<file path="src/rtl/seq_detector.sv">
// ---------------------------------------------------------------------------
// seq_detector
//   Parametrised Mealy serial-pattern detector. The last LEN-1 enabled bits
//   are kept in a history register and compared, together with the current
//   input bit, against the active pattern every cycle. Because the whole
//   window is compared, a mismatch never throws away a usable prefix.
//
// Parameters
//   LEN      pattern length in bits (>= 2)
//   PATTERN  pattern loaded at reset; MSB is the first bit received
//   CNT_W    width of the saturating match counter
//
// Ports
//   Clock      in   system clock, rising edge
//   Reset      in   asynchronous, active-high reset
//   en         in   sample enable; w is consumed only when en=1
//   w          in   serial data bit
//   overlap    in   1 = overlapping detection, 0 = restart after a match
//   load       in   synchronous pattern load strobe (wins over en)
//   pat_in     in   new pattern, captured when load=1
//   cnt_clr    in   synchronous clear of match_cnt (wins over a match)
//   z          out  Mealy match, combinational from w and state
//   z_reg      out  z delayed by one clock
//   match_cnt  out  saturating number of matches
//   pattern    out  currently active pattern
// ---------------------------------------------------------------------------
module seq_detector #(
    parameter int             LEN     = 4,
    parameter logic [LEN-1:0] PATTERN = 4'b1101,
    parameter int             CNT_W   = 8
) (
    input  logic             Clock,
    input  logic             Reset,
    input  logic             en,
    input  logic             w,
    input  logic             overlap,
    input  logic             load,
    input  logic [LEN-1:0]   pat_in,
    input  logic             cnt_clr,
    output logic             z,
    output logic             z_reg,
    output logic [CNT_W-1:0] match_cnt,
    output logic [LEN-1:0]   pattern
);

    // fill counts valid history bits and saturates at LEN-1
    localparam int                FILL_W   = (LEN > 2) ? $clog2(LEN) : 1;
    localparam logic [FILL_W-1:0] FILL_MAX = FILL_W'(LEN - 1);

    // Counter increment that holds at all-ones instead of wrapping.
    function automatic logic [CNT_W-1:0] sat_inc(input logic [CNT_W-1:0] v);
        if (&v) begin
            return v;
        end
        return v + CNT_W'(1);
    endfunction

    // Fill-count increment that holds at LEN-1.
    function automatic logic [FILL_W-1:0] fill_inc(input logic [FILL_W-1:0] v);
        if (v == FILL_MAX) begin
            return v;
        end
        return v + FILL_W'(1);
    endfunction

    logic [LEN-1:0]   pat_reg;
    logic [LEN-2:0]   hist;
    logic [FILL_W-1:0] fill;

    logic [LEN-1:0]   window;
    logic             hist_full;
    logic             restart;

    // The candidate window is the stored history with the live bit appended;
    // its low LEN-1 bits are also the next history value, which keeps the
    // shift well-formed even for LEN=2.
    assign window    = {hist, w};
    assign hist_full = (fill == FILL_MAX);

    assign z       = en & ~load & hist_full & (window == pat_reg);
    assign restart = z & ~overlap;
    assign pattern = pat_reg;

    // Pattern, history and fill state
    always_ff @(posedge Clock or posedge Reset) begin
        if (Reset) begin
            pat_reg <= PATTERN;
            hist    <= '0;
            fill    <= '0;
        end else if (load) begin
            pat_reg <= pat_in;
            hist    <= '0;
            fill    <= '0;
        end else if (en) begin
            if (restart) begin
                hist <= '0;
                fill <= '0;
            end else begin
                hist <= window[LEN-2:0];
                fill <= fill_inc(fill);
            end
        end
    end

    // Registered copy of the Mealy output
    always_ff @(posedge Clock or posedge Reset) begin
        if (Reset) begin
            z_reg <= 1'b0;
        end else begin
            z_reg <= z;
        end
    end

    // Saturating match counter
    always_ff @(posedge Clock or posedge Reset) begin
        if (Reset) begin
            match_cnt <= '0;
        end else if (cnt_clr) begin
            match_cnt <= '0;
        end else if (z) begin
            match_cnt <= sat_inc(match_cnt);
        end
    end

endmodule

</file>
<file path="config.mk">
export PLATFORM = sky130hd
export DESIGN_NAME = seq_detector
export DESIGN_NICKNAME = d
export VERILOG_FILES = /design/src/rtl/seq_detector.sv
export SDC_FILE = /design/constraint.sdc
export NUM_CORES = 1
export LEC_CHECK = 0
export CAP_MARGIN = 20
export CORE_MARGIN = 2
export CORE_UTILIZATION = 37
export CTS_CLUSTER_DIAMETER = 200
export DETAILED_ROUTE_END_ITERATION = 7
export MAX_ROUTING_LAYER = met4
export PLACE_DENSITY_LB_ADDON = 0.1
export RECOVER_POWER = 100
export REMOVE_ABC_BUFFERS = 1
export SYNTH_ARGS = -nofsm -noshare
export SYNTH_HDL_FRONTEND = slang
export SYNTH_SLANG_ARGS = --single-unit
</file>
<file path="constraint.sdc">
create_clock -name Clock -period 2.5 [get_ports Clock]
set_clock_uncertainty 0.15 [all_clocks]
set_input_delay 0.25 -clock Clock [delete_from_list [all_inputs] [get_ports Clock]]
set_output_delay 0.25 -clock Clock [all_outputs]
set_load 0.02 [all_outputs]
</file>
---- Yosys cells after proc, flatten, opt, wreduce, memory -nomap -nowiden ----
Index checks and enable logic that the tools add are counted.
storage, ports and cells
  logic and storage cells ................. 39
  bits in registers ....................... 18
  output and inout bits ................... 14
  bits of input ports ..................... 11
cells by class
  multiplexer cells ....................... 17
  bitwise logic cells ..................... 6
  add/subtract/negate cells ............... 2
  equal/unequal tests ..................... 4
  reductions and logical operators ........ 5
operator list
  operator                                      count
  two-way mux 8 bit                             3
  two-way mux 3 bit                             3
  adder 8 x 1 -> 8 bit, second input constant   1
  two-way mux 2 bit                             4
  AND reduction 8 bit                           1
  two-way mux 1 bit                             7
  bitwise AND 1 bit                             4
  equality test 4 bit                           1
  inequality test 4 bit, second input constant  1
  AND reduction 2 bit                           2
  nonzero test 2 bit                            2
  inequality test 3 bit, second input constant  1
  adder 2 x 1 -> 2 bit, second input constant   1
  equality test 2 bit, second input constant    1
  NOT 1 bit                                     2

---- Longest topological paths before layout ----
Gate-level depths: netlist of the first run.
  word-level depth ........................ 12
  mapped depth ............................ 6
  mapped depth without buffers ............ 5

---- Least setup slack after synthesis of the first run ----
Ideal clock, no wire load.
  path type ............................... reg2reg
  start ................................... register match_cnt[0]
  end ..................................... register match_cnt[7]
  path buffers ............................ 1
  library setup time ...................... 125 ps
  path slack .............................. 562 ps
  data arrival time ....................... 1663 ps
  clock period less this slack ............ 1938 ps
  stages on the path, launching flop included .. 7
  data required time ...................... 2225 ps
  path through ............................ dfrtp_1 -> ha_1 -> nand3_1 -> o211ai_2 -> buf_6 -> nor4_1 -> mux2_2
between the ends
  longest elaborated chain between the ends .. 6
  elaborated cells on any way between the ends .. 10
  those cells by class .................... 1 x add/sub; 1 x eq/ne; 6 x mux; 2 x reduce/logical
ends and longest elaborated chain
  element                                                                       RTL line  text
  start, declared                                                               42        output logic [CNT_W-1:0] match_cnt,
  start signal, assigned                                                        121       match_cnt <= sat_inc(match_cnt);
  parallel branches: the longest is 6 deep, another holds adder 8 x 1 -> 8 bit  n/a
Several ways; the timed one is not identified. The select of a mux whose other input is x is not followed.
A chain may end at the register's enable or synchronous reset.

---- Worst setup path in the final report of the first run ----
  start ................................... register fill[0]
  end ..................................... output z
between the ends
  longest elaborated chain between the ends .. 3
ends and longest elaborated chain
  element                          RTL line  text
  start, declared                  68        logic [FILL_W-1:0] fill;
  start signal, assigned           100       fill <= fill_inc(fill);
  equality test 2 bit              78        assign hist_full = (fill == FILL_MAX);
  bitwise AND 1 bit (2 in series)  80        assign z = en & ~load & hist_full & (window == pat_reg);
  end, declared                    40        output logic z,
Every way passes these cells.

==> results of run 1 <==
==> power by group through the flow <==
| stage | combinational (mW) | clock, mW | sequential (mW) |
|---|---|---|---|
| final | 0.0936 | 0.185 | 0.318 |
| after global routing | 0.103 | 0.201 | 0.320 |
| after CTS | 0.102 | 0.191 | 0.319 |
| after detailed placement | 0.101 | 0 | 0.324 |
| after global placement | 0.0998 | 0 | 0.324 |
| after floorplan | 0.0448 | 0 | 0.331 |
==> path summary, 6_finish.rpt <==
| path | from | end | slack, ns | cells after the start |
|---|---|---|---|---|
| max reg2reg | pattern[0]$_DFFE_PP1P_ | match_cnt[6]$_DFFE_PP0P_ | 0.35 | 5 |
| min reg2reg | hist[1]$_DFFE_PP0P_ | hist[1]$_DFFE_PP0P_ | 0.39 | 2 |
| min | Reset | hist[0]$_DFFE_PP0P_ | 0.34 | 2 |
| min in group Clock | hist[1]$_DFFE_PP0P_ | hist[1]$_DFFE_PP0P_ | 0.39 | 2 |
| max | fill[0]$_DFFE_PP0P_ | z | 0.15 | 5 |
| max in group asynchronous | Reset | match_cnt[3]$_DFFE_PP0P_ | 1.41 | 2 |
==> cells by family (layout without fill, tap and decap cells) <==
kind of cell               Yosys count  after routing  synth area share (%)
AOI/OAI and AO/OA                   20             20                  13.8
xor gates and xnor gates             4              4                  5.46
adders and majority gates            2              2                  2.54
buffers and inverters                8             34                  3.94
DFF                                 18             18                  46.1
muxes                                7              7                  7.88
and+or+nand+nor                     37             37                  20.2
==> synth_stat cells <==
cell | number | area, sq um
a21oi_1 | 7 | 35.0
and3_1 | 1 | 6.26
and3b_2 | 1 | 10.0
buf_1 | 1 | 3.75
buf_2 | 1 | 5.00
buf_6 | 1 | 11.3
clkbuf_1 | 1 | 3.75
dfrtp_1 | 15 | 375
dfstp_2 | 3 | 78.8
ha_1 | 2 | 25.0
inv_1 | 4 | 15.0
mux2_2 | 6 | 67.6
mux2i_1 | 1 | 10.0
nand2_1 | 7 | 26.3
nand2b_1 | 3 | 18.8
nand3_1 | 6 | 30.0
nand4_1 | 1 | 6.26
nand4b_1 | 1 | 8.76
nor2_1 | 7 | 26.3
nor2b_1 | 2 | 12.5
nor3_1 | 1 | 5.00
nor4_1 | 2 | 12.5
o211a_1 | 1 | 10.0
o211ai_2 | 1 | 12.5
o21ai_0 | 2 | 10.0
o22ai_1 | 1 | 6.26
o31ai_1 | 6 | 45.0
o32ai_1 | 1 | 8.76
o41ai_1 | 1 | 8.76
or2b_1 | 1 | 7.51
or3_1 | 1 | 6.26
or4_1 | 3 | 22.5
xnor2_1 | 3 | 26.3
xnor2_4 | 1 | 27.5
==> layout by cell type (no fill, tap or decap), types with 4 or more instances in the layout <==
cell,synthesis,routed
dfrtp_1,15,15
dlygate4sd3_1,0,15
clkdlybuf4s50_1,0,9
nand2_1,7,7
nor2_1,7,7
a21oi_1,7,7
nand3_1,6,6
mux2_2,6,6
o31ai_1,6,6
inv_1,4,4
==> stage by stage <==
| stage | util [%] | power [mW] | instances | instance area (sq um) | worst slack, ns |
|---|---|---|---|---|---|
| after floorplan | - | 0.375 | 92 | 961 | 0.505 |
| after global placement | 50.2 | 0.424 | 148 | 1250 | 0.234 |
| after detailed placement | 50.2 | 0.426 | 148 | 1250 | 0.213 |
| after CTS | 51.6 | 0.611 | 152 | 1290 | 0.123 |
| after global routing | 51.1 | 0.624 | 152 | 1280 | 0.0252 |
| final | 51.1 | 0.596 | 152 | 1280 | 0.151 |
==> cell type report <==
class                           count  area (sq um)  area share, %
Sequential cell                    18           454           35.6
Timing Repair Buffer               26           248           19.4
Multi-Input combinational cell     70           487           38.1
Tap cell                           30          37.5           2.94
Clock buffer                        4          36.3           2.84
Inverter                            4          15.0           1.18
==> metal layers <==
metal / part of all wire, % / vias up / track usage [%]
met5: 0 / - / -
met4: 0.59 / 0 / 4.18
met3: 3.9 / 2 / 2.09
met2: 47 / 20 / 21.8
met1: 48 / 393 / 19.1
li1: - / 407 / -
==> worst max-delay path, cell delays in order, from the launching register on <==
cell and delay [ns]:
dfrtp_1 0.42, ha_1 0.20, and3b_2 0.21, nand2_1 0.08, nor2_1 0.13, clkdlybuf4s50_1 0.62
==> flow_summary.json, run 1 <==
{
  "ys_seq_area_share_pct": 46.1,
  "top_register": "match_cnt",
  "vias_per_cell": 5.41,
  "drive_gt1_share_pct": 11.5,
  "grt_pass1_wl_um": 3420,
  "firstDrtPassIters": 4,
  "io_pins": 25,
  "drv_slew": 0,
  "hold_buffers": 0,
  "synth_area_sq_um": 985,
  "port_buffers": 24,
  "setup.worst_path.end_class": "output port",
  "fp.dieH_um": 55.6,
  "drtIter0Drc": 7,
  "clkTransAtPathRegs_ns": 0.12,
  "avgRoutedWirePerCell_um": 13.3,
  "largest_register_ffs": 8,
  "path_max_fanout": 4,
  "maxCapViolCount": 0,
  "cts_tree": "yes",
  "fin_crit_ns": 2.35,
  "period_share_pct": 93.9,
  "ys_warn_count": 0,
  "yosysUniqueCellTypes": 34,
  "clockBufferDepth": 2,
  "max_slew_margin_pct": 46.7,
  "cts_setup_buffers": 0,
  "cts_max_level": 1,
  "core_area_sq_um": 2500,
  "dp_hpwl_um": 1530,
  "cp_data_arrival_time_ns": 1.95,
  "fillers": 240,
  "fmax_mhz": 426,
  "cts_root_buffer": "clkbuf_4",
  "status": "finished, final reports clean",
  "worst-endpoint-required_ns": 2.10,
  "worst_pin_slew_ns": 0.796,
  "start_util_pct": 39.4,
  "insertion_delay_ns": 0.29,
  "syn_to_final_growth_pct": 29.7,
  "p_leak_nw": 0.536,
  "grt_pass1_vias": 742,
  "finalHoldWorstSlack_ns": 0.343,
  "antenna_found_initial": 0,
  "clkPwrFrac_pct": 31.0,
  "synthCells": 96,
  "setup_viol": 0,
  "min-delay-path-class": "in2async",
  "rows": 18,
  "gr-total-overflow": 0,
  "die_area_sq_um": 3090,
  "grt_setup_unrepaired": "false",
  "vias": 822,
  "synth_seq_cells": 18,
  "grt_max_degree": 19,
  "setup_tns_ns": 0,
  "switchingPower_mw": 0.155,
  "peakVddDrop_mv": 0.300,
  "p_int_mw": 0.441,
  "swShare_pct": 26.0,
  "clkSinkCount": 18,
  "cp-start-kind": "flop",
  "numCtsBuffers": 3,
  "routabilityCongestion": 0.800,
  "antenna_left": 0,
  "die_w_um": 55.6,
  "path_class": "reg2out",
  "combPwrFrac_pct": 15.7,
  "ctsResizeCount": 0,
  "antenna_cells": 0,
  "layout.nets": 136,
  "cellPowerDensity_nw_per_um2": 467,
  "avgSynthCellArea_sq_um": 10.3,
  "drc_errors": 0,
  "finalHoldViolCount": 0,
  "sequentialPowerShare_pct": 53.3,
  "grt.total_usage_pct": 14.0,
  "finalWirelength_um": 2020
}
(Power assumes the default switching activity.)
==> run 2: changes to the inputs <==
--- a/config.mk
+++ b/config.mk
@@ -6,7 +6,6 @@
 export NUM_CORES = 1
 export LEC_CHECK = 0
 export CAP_MARGIN = 20
-export CORE_MARGIN = 2
 export CORE_UTILIZATION = 37
 export CTS_CLUSTER_DIAMETER = 200
 export DETAILED_ROUTE_END_ITERATION = 7
==> flow_summary.json, run 2 (same netlist as run 1, synthesis figures left out) <==
{
  "crit_buf_inv": 1,
  "layout_setup_ws_ns": 0.346,
  "utilization_pct": 50.6,
  "slowest_delay_ns": 0.57,
  "firstDrtPassIters": 3,
  "top_register": "match_cnt",
  "cts_tree": "yes",
  "seq_area_sq_um": 454,
  "min-delay-path-class": "in2async",
  "finalHoldViolCount": 0,
  "max_slew_margin_pct": 52.4,
  "finalWirelength_um": 2070,
  "core_area_sq_um": 2500,
  "cp_data_arrival_time_ns": 2.18,
  "port_buffers": 24,
  "die_w_um": 53.6,
  "mostFrequentLayoutCells": "dfrtp_1, dlygate4sd3_1, clkdlybuf4s50_1",
  "insertion_delay_ns": 0.30,
  "vias_per_cell": 5.46,
  "grt_setup_unrepaired": "false",
  "final_cells": 152,
  "reg2reg_setup_slack_ns": 0.35,
  "dp_hpwl_um": 1520,
  "syn_to_final_growth_pct": 28.5,
  "r2r_start": "pattern[0]$_DFFE_PP1P_",
  "drive_gt1_share_pct": 9.02,
  "dpl.cell_count": 148,
  "r2r_cells": 5,
  "antenna_found_initial": 0,
  "cts_setup_buffers": 0,
  "io_pins": 25,
  "setup_viol": 0,
  "path_class": "reg2reg",
  "fp.dieH_um": 53.6,
  "antenna_left": 0,
  "start_util_pct": 39.4,
  "vias": 830,
  "peakVddDrop_mv": 0.282,
  "setup_tns_ns": 0,
  "r2r_end": "match_cnt[7]$_DFFE_PP0P_",
  "antenna_cells": 0,
  "largest_register_ffs": 8,
  "fin_crit_ns": 2.15,
  "clkTransAtPathRegs_ns": 0.11,
  "grt_max_degree": 19,
  "pre_cts_ws_ns": 0.215,
  "path_cells": "xnor2_1 -> nand3_1 -> clkbuf_1 -> nor4_1 -> mux2_1",
  "avgRoutedWirePerCell_um": 13.6,
  "maxCapViolCount": 0,
  "crit_family": "flip-flops",
  "gr-total-overflow": 0,
  "period_share_pct": 86.1,
  "hold_buffers": 0,
  "clockBufferDepth": 2,
  "status": "finished, final reports clean",
  "grt_pass1_vias": 719,
  "die_area_sq_um": 2870,
  "setup.worst_path.end_class": "flop",
  "rows": 18,
  "fillers": 243,
  "clkSinkCount": 18,
  "cp-start-kind": "flop",
  "layout.nets": 136,
  "cellPowerDensity_nw_per_um2": 449,
  "p_leak_nw": 0.535,
  "drv_slew": 0,
  "cts_root_buffer": "clkbuf_4",
  "grt_pass1_wl_um": 3190,
  "grt.total_usage_pct": 16.4,
  "numCtsBuffers": 3,
  "drtIter0Drc": 8,
  "finalHoldWorstSlack_ns": 0.343,
  "multi_input_area_sq_um": 490,
  "routabilityCongestion": 0.784,
  "drc_errors": 0,
  "cts_max_level": 1,
  "crit_path_top_delay_cell": "dfstp_1",
  "worst-endpoint-required_ns": 2.53,
  "path_max_fanout": 14,
  "worst_pin_slew_ns": 0.714,
  "fmax_mhz": 464
}
[run 2: cell count changes in the layout (fill, tap and decap cells not counted)]
cell             delta
and3b_1             +1
clkbuf_1            +2
mux2_2              -2
o211ai_1            -1
clkdlybuf4s50_1     -1
and3b_2             -1
clkbuf_8            -1
mux2_1              +2
o211ai_2            +1
[run 2: how the worst max path moves through the flow]
stage                      startpoint                  endpoint  slack (ns)  cells after the start
2_1_floorplan  pattern[2]$_DFFE_PP1P_  match_cnt[6]$_DFFE_PP0P_        0.51                      4
3_3_place_gp                       en                         z        0.24                      5
3_5_place_dp                       en                         z        0.22                      5
4_1_cts           fill[0]$_DFFE_PP0P_                         z        0.12                      5
5_1_grt        pattern[0]$_DFFE_PP1P_  match_cnt[7]$_DFFE_PP0P_        0.19                      5
6_report       pattern[0]$_DFFE_PP1P_  match_cnt[7]$_DFFE_PP0P_        0.35                      5
[run 2: area by class of cell]
cell class / count / area share, %
multi-input combinational: 70 / 38.8
sequential: 18 / 35.9
timing repair buffer: 26 / 19.1
tap: 30 / 2.97
clock buffer: 4 / 2.08
inverter: 4 / 1.19
[run 2: stage by stage]
step / power [mW] / cell area [sq um]
after floorplan: 0.375 / 961
after CTS: 0.583 / 1280
after detailed placement: 0.426 / 1250
after global placement: 0.424 / 1250
after global routing: 0.596 / 1260
final: 0.568 / 1260
[run 2: power by group]
group | switching, mW | total, mW | internal (mW)
Clock | 0.0937 | 0.156 | 0.0620
Sequential | 0.0118 | 0.317 | 0.305
Combinational | 0.0483 | 0.0954 | 0.0471
Total | 0.154 | 0.568 | 0.414
[run 2: what timing repair did]
action / 4_1_cts / 5_1_grt
endpoints found under the setup margin: 0 / 1
resized for setup: 0 / 1
endpoints found under the hold margin: 0 / 0
[run 2: metal layers]
metal | vias to the layer above | part of all wire, % | track usage, % | routed length (um)
met3 | 4 | 2.8 | 2.82 | 58
met5 | - | 0 | - | 0
met1 | 406 | 48 | 20.7 | 984
li1 | 403 | - | - | -
met4 | 0 | 1.3 | 9.21 | 26
met2 | 17 | 48 | 24.8 | 996
